<file path="config.mk">
export PLATFORM = sky130hd
export DESIGN_NAME = dmem_arbiter
export DESIGN_NICKNAME = d
export VERILOG_FILES = /design/src/rtl/dmem_arb_pkg.sv /design/src/rtl/rr_pick2.sv /design/src/rtl/dmem_arbiter.sv
export SDC_FILE = /design/constraint.sdc
export NUM_CORES = 1
export LEC_CHECK = 0
export ABC_AREA = 1
export BUFFER_PORTS_ARGS = -buffer_cell sky130_fd_sc_hd__buf_2
export CORE_MARGIN = 2
export CORE_UTILIZATION = 35
export CTS_CLUSTER_SIZE = 24
export DETAILED_ROUTE_END_ITERATION = 7
export SLEW_MARGIN = 10
export SYNTH_ARGS = -nofsm -noshare
export SYNTH_HDL_FRONTEND = slang
export SYNTH_HIERARCHICAL = 1
export SYNTH_SLANG_ARGS = --single-unit
export TNS_END_PERCENT = 10
</file>
<file path="constraint.sdc">
create_clock -name clock -period 1.4 [get_ports clock]
set_input_delay 0 -clock clock [delete_from_list [all_inputs] [get_ports clock]]
set_output_delay 0 -clock clock [all_outputs]
set_load 0.005 [all_outputs]
</file>
<file path="src/rtl/dmem_arb_pkg.sv">
// Shared types and defaults for the data-memory arbiter.
// Optional grant statistics are enabled with DMEM_ARB_STATS_EN.
package dmem_arb_pkg;

  localparam int ADDR_W_DEF = 32;
  localparam int DATA_W_DEF = 32;
  localparam int STATS_W    = 16;

  typedef enum logic {
    IDLE,
    ACCESS
  } state_t;

endpackage

</file>
<file path="src/rtl/rr_pick2.sv">
// Two-way round-robin picker; ptr = 0 favours req[0].
// Purely combinational, one-hot grant.
module rr_pick2 (
  input  logic [1:0] req,
  input  logic       ptr,
  output logic [1:0] grant,
  output logic       any
);

  always_comb begin
    grant    = 2'b00;
    grant[0] = req[0] & (~req[1] | ~ptr);
    grant[1] = req[1] & (~req[0] |  ptr);
  end

  assign any = |req;

endmodule

</file>
<file path="src/rtl/dmem_arbiter.sv">
// Round-robin arbiter/sequencer in front of the single-ported data memory.
// Define DMEM_ARB_STATS_EN to add saturating per-requester grant counters.
module dmem_arbiter
  import dmem_arb_pkg::*;
#(
  parameter int ADDR_W = ADDR_W_DEF,
  parameter int DATA_W = DATA_W_DEF
) (
  input  logic              clock,
  input  logic              reset,
  input  logic              r0_req,
  input  logic              r0_we,
  input  logic [ADDR_W-1:0] r0_addr,
  input  logic [DATA_W-1:0] r0_wdata,
  output logic              r0_gnt,
  output logic              r0_rvalid,
  output logic [DATA_W-1:0] r0_rdata,
  input  logic              r1_req,
  input  logic              r1_we,
  input  logic [ADDR_W-1:0] r1_addr,
  input  logic [DATA_W-1:0] r1_wdata,
  output logic              r1_gnt,
  output logic              r1_rvalid,
  output logic [DATA_W-1:0] r1_rdata,
  output logic [ADDR_W-1:0] m_address,
  output logic [DATA_W-1:0] m_wdata,
  output logic              m_memread,
  output logic              m_memwrite,
  input  logic [DATA_W-1:0] m_rdata
`ifdef DMEM_ARB_STATS_EN
  ,
  output logic [STATS_W-1:0] grant_cnt0,
  output logic [STATS_W-1:0] grant_cnt1
`endif
);

  state_t            state;
  state_t            next;
  logic              ptr;
  logic              owner;
  logic              req_we;
  logic [ADDR_W-1:0] req_addr;
  logic [DATA_W-1:0] req_wdata;
  logic [1:0]        pick;
  logic              any;
  logic              take;
  logic              active;

  rr_pick2 u_pick (
    .req   ({r1_req, r0_req}),
    .ptr   (ptr),
    .grant (pick),
    .any   (any)
  );

  assign take   = (state == IDLE) & any & ~reset;
  assign r0_gnt = take & pick[0];
  assign r1_gnt = take & pick[1];

  // Memory pins are forced idle during reset so an abandoned write stops at once.
  assign active     = (state == ACCESS) & ~reset;
  assign m_address  = active ? req_addr  : '0;
  assign m_wdata    = active ? req_wdata : '0;
  assign m_memread  = active & ~req_we;
  assign m_memwrite = active &  req_we;

  always_comb begin
    next = state;
    unique case (state)
      IDLE:   if (any) next = ACCESS;
      ACCESS: next = IDLE;
      default: next = IDLE;
    endcase
  end

  always_ff @(posedge clock) begin
    if (reset) begin
      state     <= IDLE;
      ptr       <= 1'b0;
      owner     <= 1'b0;
      req_we    <= 1'b0;
      req_addr  <= '0;
      req_wdata <= '0;
      r0_rvalid <= 1'b0;
      r1_rvalid <= 1'b0;
      r0_rdata  <= '0;
      r1_rdata  <= '0;
    end else begin
      state     <= next;
      r0_rvalid <= 1'b0;
      r1_rvalid <= 1'b0;
      if (take) begin
        owner     <= pick[1];
        req_we    <= pick[1] ? r1_we    : r0_we;
        req_addr  <= pick[1] ? r1_addr  : r0_addr;
        req_wdata <= pick[1] ? r1_wdata : r0_wdata;
      end
      if (state == ACCESS) begin
        ptr <= ~owner;
        if (owner) begin
          r1_rvalid <= 1'b1;
          r1_rdata  <= req_we ? '0 : m_rdata;
        end else begin
          r0_rvalid <= 1'b1;
          r0_rdata  <= req_we ? '0 : m_rdata;
        end
      end
    end
  end

`ifdef DMEM_ARB_STATS_EN
  always_ff @(posedge clock) begin
    if (reset) begin
      grant_cnt0 <= '0;
      grant_cnt1 <= '0;
    end else begin
      if (r0_gnt && grant_cnt0 != '1) grant_cnt0 <= grant_cnt0 + 1'b1;
      if (r1_gnt && grant_cnt1 != '1) grant_cnt1 <= grant_cnt1 + 1'b1;
    end
  end
`endif

endmodule

</file>
# --- Word level (Yosys, flattened, before mapping) ---
# Index checks and enable logic that the tools add are counted.
totals:
  regBits: 134
  input_bits: 166
classes:
  n_mux: 10
  bitwise: 18
  n_reduce_logical: 4
op_table:
  columns: ["op", "count"]
  rows:
  - ["2-to-1 mux 32 bit", 5]
  - ["AND 1 bit", 9]
  - ["NOT 1 bit", 7]
  - ["2-to-1 mux 1 bit", 4]
  - ["AND reduction 2 bit", 2]
  - ["OR reduction 2 bit", 2]
  - ["bitwise OR 1 bit", 2]
  - ["one-hot mux 1 bit (2 select lines)", 1]

# --- Logic depth before layout (Yosys ltp) ---
# Gate-level depths: netlist (run 1).
depth:
  ltp_word: 4
  mapped_depth: 9
  mapped_depth_nobuf: 7

# --- Hierarchy ---
# Netlist (run 1), hierarchy kept.
modules_own_cells:
  columns: ["mod", "n_inst", "cells_per_inst", "area_per_inst_um2"]
  rows:
  - ["dmem_arbiter", 1, 998, 6227.2]
  - ["rr_pick2", 1, 6, 26.3]

# --- Worst setup path after synthesis (run 1) ---
# Ideal clock, no wire load.
synth_timing:
  path_kind: "register -> register"
  from: "reg ptr"
  to: "reg req_addr[12]"
  setup_ps: 116
  arrival_time_ps: 1106
  required_ps: 1284
  slack_ps: 178
  path_stages_with_launch: 8
  n_path_buf: 2
  cell_sequence: "dfxtp_1 -> nand2_1 -> nand2_1 -> buf_2 -> clkbuf_1 -> o21ai_0 -> nor2_1 -> nor2_1"
synth_via:
  elab_chain_cells: 3
synth_rtl:
  columns: ["element", "line", "rtl"]
  rows:
  - ["start, declared", "dmem_arbiter.sv:39", "logic ptr;"]
  - ["start signal, assigned", "dmem_arbiter.sv:99", "ptr <= ~owner;"]
  - ["bitwise OR 1 bit", "rr_pick2.sv:13", "grant[1] = req[1] & (~req[0] | ptr);"]
  - ["AND 1 bit", "rr_pick2.sv:13", null]
  - ["named net pick[1]", "dmem_arbiter.sv:44", "logic [1:0] pick;"]
  - ["2-to-1 mux 32 bit", "dmem_arbiter.sv:95", "req_addr <= pick[1] ? r1_addr : r0_addr;"]
  - ["end signal, assigned", "dmem_arbiter.sv:95", null]
  - ["end, declared", "dmem_arbiter.sv:42", "logic [ADDR_W-1:0] req_addr;"]
# The timed path passes the listed nets, and every way through them passes these cells.
# A chain may end at the register's enable or synchronous reset.

# --- Worst setup path after layout (run 1) ---
layout_timing:
  from: "reg state"
  to: "reg req_addr[8]"
layout_via:
  elab_chain_cells: 3
layout_rtl:
  columns: ["element", "line", "rtl"]
  rows:
  - ["start, declared", "dmem_arbiter.sv:37", "state_t state;"]
  - ["start signal, assigned", "dmem_arbiter.sv:89", "state <= next;"]
  - ["NOT 1 bit (no source line)", null, null]
  - ["AND 1 bit (2 in series)", "dmem_arbiter.sv:56", "assign take = (state == IDLE) & any & ~reset;"]
# No other way between the ends.

==> impl_results.md, run 1 <==
* Vias per cell at 4.625
* CTS root buffer: clkbuf_16
* DP HPWL at around 14,000 um
* PwrDens at approximately 1000 nW/um^2
* Initial Util at between 30% and 40%
* Min-Delay Path Class: input pin to flop
* Fmax at around 0.73 GHz
* # Max-Cap Violations at 0
* Worst-path clk slew at roughly 60 ps
* # diodes at 0
* Leakage at around 5.4 nW
* Remaining DRCs at 0
* Crit path max-delay cell type: dfxtp_4
* Design area at approximately 11,000 sq um
* Seq/Total Area, Yosys at a little over two fifths
* Slew headroom at between 70% and 80%
* Clock Tree Buf Depth at 2
* Largest family of logic cells by synthesized area: simple AND/OR/NAND/NOR gates
* H-tree Lvls at 4
* Synth Area in Compound Gates at approximately 16%
* Initial drt markers at 402
* Synth Register Bits at 134
* Synth Instances at between 1,000 and 1,500
* I/O pin count at 300
* Grt ovf at 0
* Mapped Nets at about 1,200
* # rows at 48
* Core Box Area at 17,360 sq um
* Crit end category: flop
* Largest net degree at the start of global routing at 66
* Worst-Skew Late Latency at a little over 400 ps
* RSZ-0062 raised after global routing: yes
* Vias at 7,803
* Peak supply drop at between 0.8 and 0.9 mV
* Fin nets at between 1,500 and 2,000
* Max FO, Critical Path at 12
* Gr usage total at 24.51%
* Mapped Area at 6253 sq um
* Final Util at between 60 and 70%
* WL/cell at 14.04 um
* Max stage delay on crit path at 380 ps
* Detailed Route WL at 23,680 um
* CTS tree: yes
* Buffer and inverter count on the worst path at 2
* Post-Synth Simple-Gate Area at between 20% and 30%
* Worst setup margin at 28.60 ps
* DP Area at 8023 sq um
* Die area at between 15,000 and 20,000 sq um
* Worst Max-Slew Pin Slew at between 400 and 500 ps
* CP cell instances: nor2_4, nand2_4, buf_4, bufbuf_16, nor2_1, nor2_1
* Crit path max-delay family: buffers and inverters
* Vias in the first global route at roughly 7,600
* Synth Warn # at 6
* Synth Area per Inst at approximately 6.2 sq um
* Setup Viol. Count Final at 0
* Fin crit share at a little over nine tenths
* Worst EP required at between 1500 and 2000 ps
* CP arrival at between 1500 and 2000 ps
* Classification of the worst setup path: flop to flop
* Worst setup SP type: flop
* Layout cell share with drive strength beyond 1 at between 20% and 30%
* Sink Count at approximately 130
* Die Ht at about 140 um
* Post-Synth XOR/XNOR Area at 0%
* Mux contribution to synthesized area at 0%
* DP Worst Slack at between 90 and 100 ps
* Final Max Slew Viols at 0
* Initial antenna violation count at 0
* Synthesis-to-layout area growth at 69.13%
* Drt first pass iters at 5
* Number of routed nets with antenna violations at 0
* Count of different cell masters after synthesis at 15
* Status: finished, final reports clean
* Worst Skew at between 7 and 8 ps
* Global-route wire length before repair at 36,500 um
* Worst path most repeated cell: nor2_1
* Final Hold Fails at 0
* Placer Congestion at approximately 0.79
* Adder-cell share of the synthesized area at 0%
* Final min period at between 1000 and 1500 ps
* Die X-Extent at ~140 um
* Clock buffer count from CTS at 17
* IO Port Bufs at about 300
[cells in the mapped netlist]
library cell / count / area [sq um]
a21oi_1: 37 / 185.2
buf_1: 2 / 7.510
buf_2: 26 / 130.1
buf_4: 2 / 15.01
buf_6: 2 / 22.52
clkbuf_1: 33 / 123.9
dfxtp_1: 134 / 2683
inv_1: 170 / 638.1
inv_2: 1 / 3.750
nand2_1: 144 / 540.5
nand3_1: 1 / 5.000
nor2_1: 291 / 1092
o21ai_0: 150 / 750.7
o21ai_1: 10 / 50.05
or2_1: 1 / 6.260
[cell families after synthesis]
logic type	count (synthesis)
compound gates	197
buf+inv	236
flops	134
simple gates	437
[worst paths after layout]
path,startpoint,end,slack [ps],cells after the start
min,r0_wdata[4],req_wdata[4],40,5
max,state,req_addr[8],30,6
min reg2reg,r1_rdata[12],r1_rdata[12],460,2
max reg2reg,state,req_addr[8],30,6
[tightest hold or removal path, stage by stage]
cell	delay (ps)
buf_2	90
inv_1	50
o21ai_0	80
nor2_1	130
nor2_1	60
[per-stage QoR]
| stage | TNS, ps | hold WS (ps) | power (mW) | cells |
|---|---|---|---|---|
| 6_report | 0 | 40.35 | 11.10 | 1687 |
| 5_1_grt | -261.7 | 71.71 | 11.66 | 1687 |
| 4_1_cts | -2.486 | 11.34 | 11.09 | 1681 |
| 3_5_place_dp | 0 | 230.8 | 5.946 | 1484 |
| 3_3_place_gp | 0 | 229.2 | 5.937 | 1484 |
| 2_1_floorplan | 0 | 121.2 | 5.232 | 1004 |
[where the power goes]
part	internal, mW	total [mW]	switching (mW)	leakage [nW]
Clock	2.92	4.70	1.78	0.300
Combinational	1.06	2.14	1.08	4.03
Sequential	4.11	4.26	0.155	1.11
Total	8.09	11.1	3.02	5.44
[state kept, by name (all words and copies together), names as in the netlist, 32 cells and up]
name and cells:
r0_rdata 32, r1_rdata 32, req_addr 32, req_wdata 32
[placed cells by master, fill, tap and decap left out, types with 3 or more instances in the layout]
cell type | Yosys | routed
o21ai_0 | 150 | 150
nor2_1 | 291 | 269
buf_6 | 2 | 5
clkinv_4 | 0 | 5
buf_12 | 0 | 12
a21oi_1 | 37 | 37
bufinv_16 | 0 | 3
nand2_1 | 144 | 141
nor2_2 | 0 | 18
dlygate4sd3_1 | 0 | 162
buf_4 | 2 | 11
o21ai_1 | 10 | 10
inv_1 | 170 | 168
buf_2 | 26 | 297
clkbuf_16 | 0 | 19
dfxtp_1 | 134 | 132
nor2_4 | 0 | 4
[per-layer routing]
layer  global-route usage (%)  up-vias  share of wire (%)
met5                        0        -                  0
li1                         -     3899                  -
met4                    11.23        0                3.4
met3                    7.616       67                8.2
met1                    28.28     3491                 42
met2                    41.46      346                 47
[final cells by class]
type	instances	area [sq um]
Clock buffer	19	452.9
Clock inverter	13	171.4
Fill cell	1558	6780
Inverter	171	644.4
Multi-Input combinational cell	634	2741
Sequential cell	134	2688
Tap cell	225	281.5
Timing Repair Buffer	491	3597
[repair_timing]
| action | in CTS | in global routing |
|---|---|---|
| gates resized for setup | 17 | 31 |
| endpoints found under the hold margin | 126 | 0 |
| endpoints found under the setup margin | 68 | 82 |
| pin swaps | 2 | 1 |
| buffers inserted | 1 | 4 |
| cloned | 2 | 2 |
| hold buffers | 162 | 0 |
(Power assumes the default switching activity.)
==> run 2, diff against run 1 <==
--- a/config.mk
+++ b/config.mk
@@ -11,6 +11,7 @@
 export CORE_UTILIZATION = 35
 export CTS_CLUSTER_SIZE = 24
 export DETAILED_ROUTE_END_ITERATION = 7
+export PLACE_DENSITY = 0.67
 export SLEW_MARGIN = 10
 export SYNTH_ARGS = -nofsm -noshare
 export SYNTH_HDL_FRONTEND = slang
==> run 2 against run 1 <==
Effect of this change:
- worst setup slack better by 1.4 ps
- die area stayed put
- sequential share of layout area is essentially flat
- wire length up 1.6%
- cell count down 0.18%
- fmax increased by 0.10%
- cell area about the same
- critical path type is now flop to output pin
- highest routed layer unchanged
- non-clock buffer count decreased by 3
- sequential power hardly changed
- via count increased by 0.33%
==> impl_results.md, run 2 (synthesis results as in run 1) <==
* Die Ht at 137.7 um (unchanged)
* P_sw at 2.982 mW (-1.2%)
* Initial antenna violation count at 0 (unchanged)
* # diodes at 0 (unchanged)
* WL/cell at 14.29 um (+1.8%)
* Die X-Extent at 137.7 um (unchanged)
* DP HPWL at 13,730 um (-3.1%)
* Layout cell share with drive strength beyond 1 at 27.35% (+0.53 points)
* Comb pwr share at 19.8% (+0.5 points)
* Placed cell count at 1,486 (+0.13%)
* Non-Filler Instances at 1,684 (-0.18%)
* Placer Congestion at 0.8433 (+6.3%)
* Clock power share at 41.0% (-1.3 points)
* Clock Tree Buf Depth at 2 (unchanged)
* Worst EP required at 1400 ps (-300 ps)
* Setup Viol. Count Final at 0 (unchanged)
* Initial drt markers at 354 (-12%)
* Number of fill cells at 1,502 (-3.6%)
* # Max-Cap Violations at 0 (unchanged)
* Die area at 18,950 sq um (unchanged)
* Sink Count at 134 (unchanged)
* CP arrival at 1370 ps (-300 ps)
* # rows at 48 (unchanged)
* Fmax at 0.7299 GHz (+0.10%)
* Core Box Area at 17,360 sq um (unchanged)
* Max stage delay on crit path at 410 ps (+30 ps)
* Worst setup margin at 30.02 ps (+1.412 ps)
* Register area at 2688 sq um (unchanged)
* Vias in the first global route at 7,532 (-0.65%)
* Slew headroom at 71.48% (-0.45 points)
* Fin crit share at 97.86% (-0.10 points)
* Remaining DRCs at 0 (unchanged)
* Worst Max-Slew Pin Slew at 427.8 ps (+6.782 ps)
* Cell Int Power at 7.924 mW (-2.0%)
* Crit end category: output pin
* CTS root buffer: clkbuf_16
* Worst-path clk slew at 60 ps (about the same)
* Most frequent cells in the layout: 297 x buf_2, 264 x nor2_1, 167 x inv_1
* Largest net degree at the start of global routing at 58 (-12%)
* Number of cell instances on the worst register-to-register path at 6 (unchanged)
* Final min period at 1370 ps (-1.412 ps)
* Sequential share of power at 39.2% (+0.8 points)
* CP cell instances: nand2_8, buf_12, nor2_2, buf_2
* Number of stages on the worst hold path at 5 (unchanged)
* Worst-Skew Late Latency at 410 ps (about the same)
* Commonest non-fill, non-tap cell in the layout: buf_2
* Detailed Route WL at 24,070 um (+1.6%)
* RSZ-0062 raised after global routing: yes
* Initial Util at 36.03% (unchanged)
* Grt ovf at 0 (unchanged)
* I/O pin count at 300 (unchanged)
* Gr usage total at 24.06% (-0.45 points)
* Final Hold Fails at 0 (unchanged)
* IO Port Bufs at 299 (unchanged)
* Max FO, Critical Path at 9 (-3)
* H-tree Lvls at 4 (unchanged)
* Sw frac at 27.34% (+0.17 points)
* Leakage at 5.432 nW (about the same)
* CTS tree: yes
* WHS at 24.68 ps (-15.67 ps)
* Setup TNS at 0 ps (unchanged)
* Worst Skew at 5.342 ps (-2.572 ps)
* Vias per cell at 4.649 (+0.51%)
* Peak supply drop at 0.7956 mV (-6.7%)
* Vias at 7,829 (+0.33%)
* Synthesis-to-layout area growth at 68.99% (about the same)
* Number of routed nets with antenna violations at 0 (unchanged)
* Crit path max-delay cell type: dfxtp_4
* Area of the multi-input gates at 2805 sq um (+2.3%)
* Final Max Slew Viols at 0 (unchanged)
* Drt first pass iters at 5 (unchanged)
* Min-Delay Path Class: input pin to flop
* Classification of the worst setup path: flop to output pin
* Worst setup SP type: flop
* Status: finished, final reports clean
* Fin nets at 1,613 (-0.12%)
* Clock buffer count from CTS at 17 (unchanged)
* Global-route wire length before repair at 35,710 um (-2.2%)
* DP Worst Slack at 93.44 ps (-4.105 ps)
* PwrDens at 1032 nW/um^2 (-1.7%)
run 2: worst paths after layout:
path               start           to  slack [ps]
max                state  m_wdata[11]          30
min           r0_addr[0]  req_addr[0]          20
max reg2reg        state  req_addr[7]          70
min reg2reg  r0_rdata[0]  r0_rdata[0]         460
run 2: layout make-up:
type	count	share of cell area, %
Clock inverter	10	1.137
Clock buffer	21	4.452
Timing Repair Buffer	488	33.70
Multi-Input combinational cell	635	26.55
Sequential cell	134	25.43
Tap cell	225	2.664
Inverter	171	6.074
run 2: critical path, delay by kind of cell (launching register included):
family	cells	cell delay [ps]
buffers and inverters	2	320
flip-flops	1	410
AND/OR/NAND/NOR	2	230
run 2: per-stage QoR:
stage                     area, sq um  power [mW]  utilization [%]
after CTS                       10330       10.84            59.54
after global placement           8063       5.946            46.45
final                           10570       10.91            60.89
after detailed placement         8063       5.966            46.45
after global routing            10570       11.40            60.89
after floorplan                  6254       5.232                -
run 2: metal layers:
| metal | track usage, % | part of all wire (%) |
|---|---|---|
| met1 | 26.68 | 40 |
| met2 | 42.18 | 48 |
| met3 | 7.542 | 8.8 |
| met4 | 10.60 | 3.0 |
| met5 | 0 | 0 |
run 2: power groups by stage:
stage / combinational (mW) / clock (mW) / sequential (mW)
5_1_grt: 2.39 / 4.70 / 4.30
3_5_place_dp: 1.63 / 0 / 4.34
6_report: 2.16 / 4.47 / 4.27
4_1_cts: 2.02 / 4.56 / 4.26
3_3_place_gp: 1.61 / 0 / 4.33
2_1_floorplan: 0.923 / 0 / 4.31
run 2: timing repair:
item                                    in CTS  in global routing
pin swaps                                    2                  3
hold buffers                               159                  0
resized for setup                           13                 41
hold endpoints to repair                   121                  0
endpoints found under the setup margin      66                 48
buffers inserted                             2                  2
gates cloned                                 1                  4
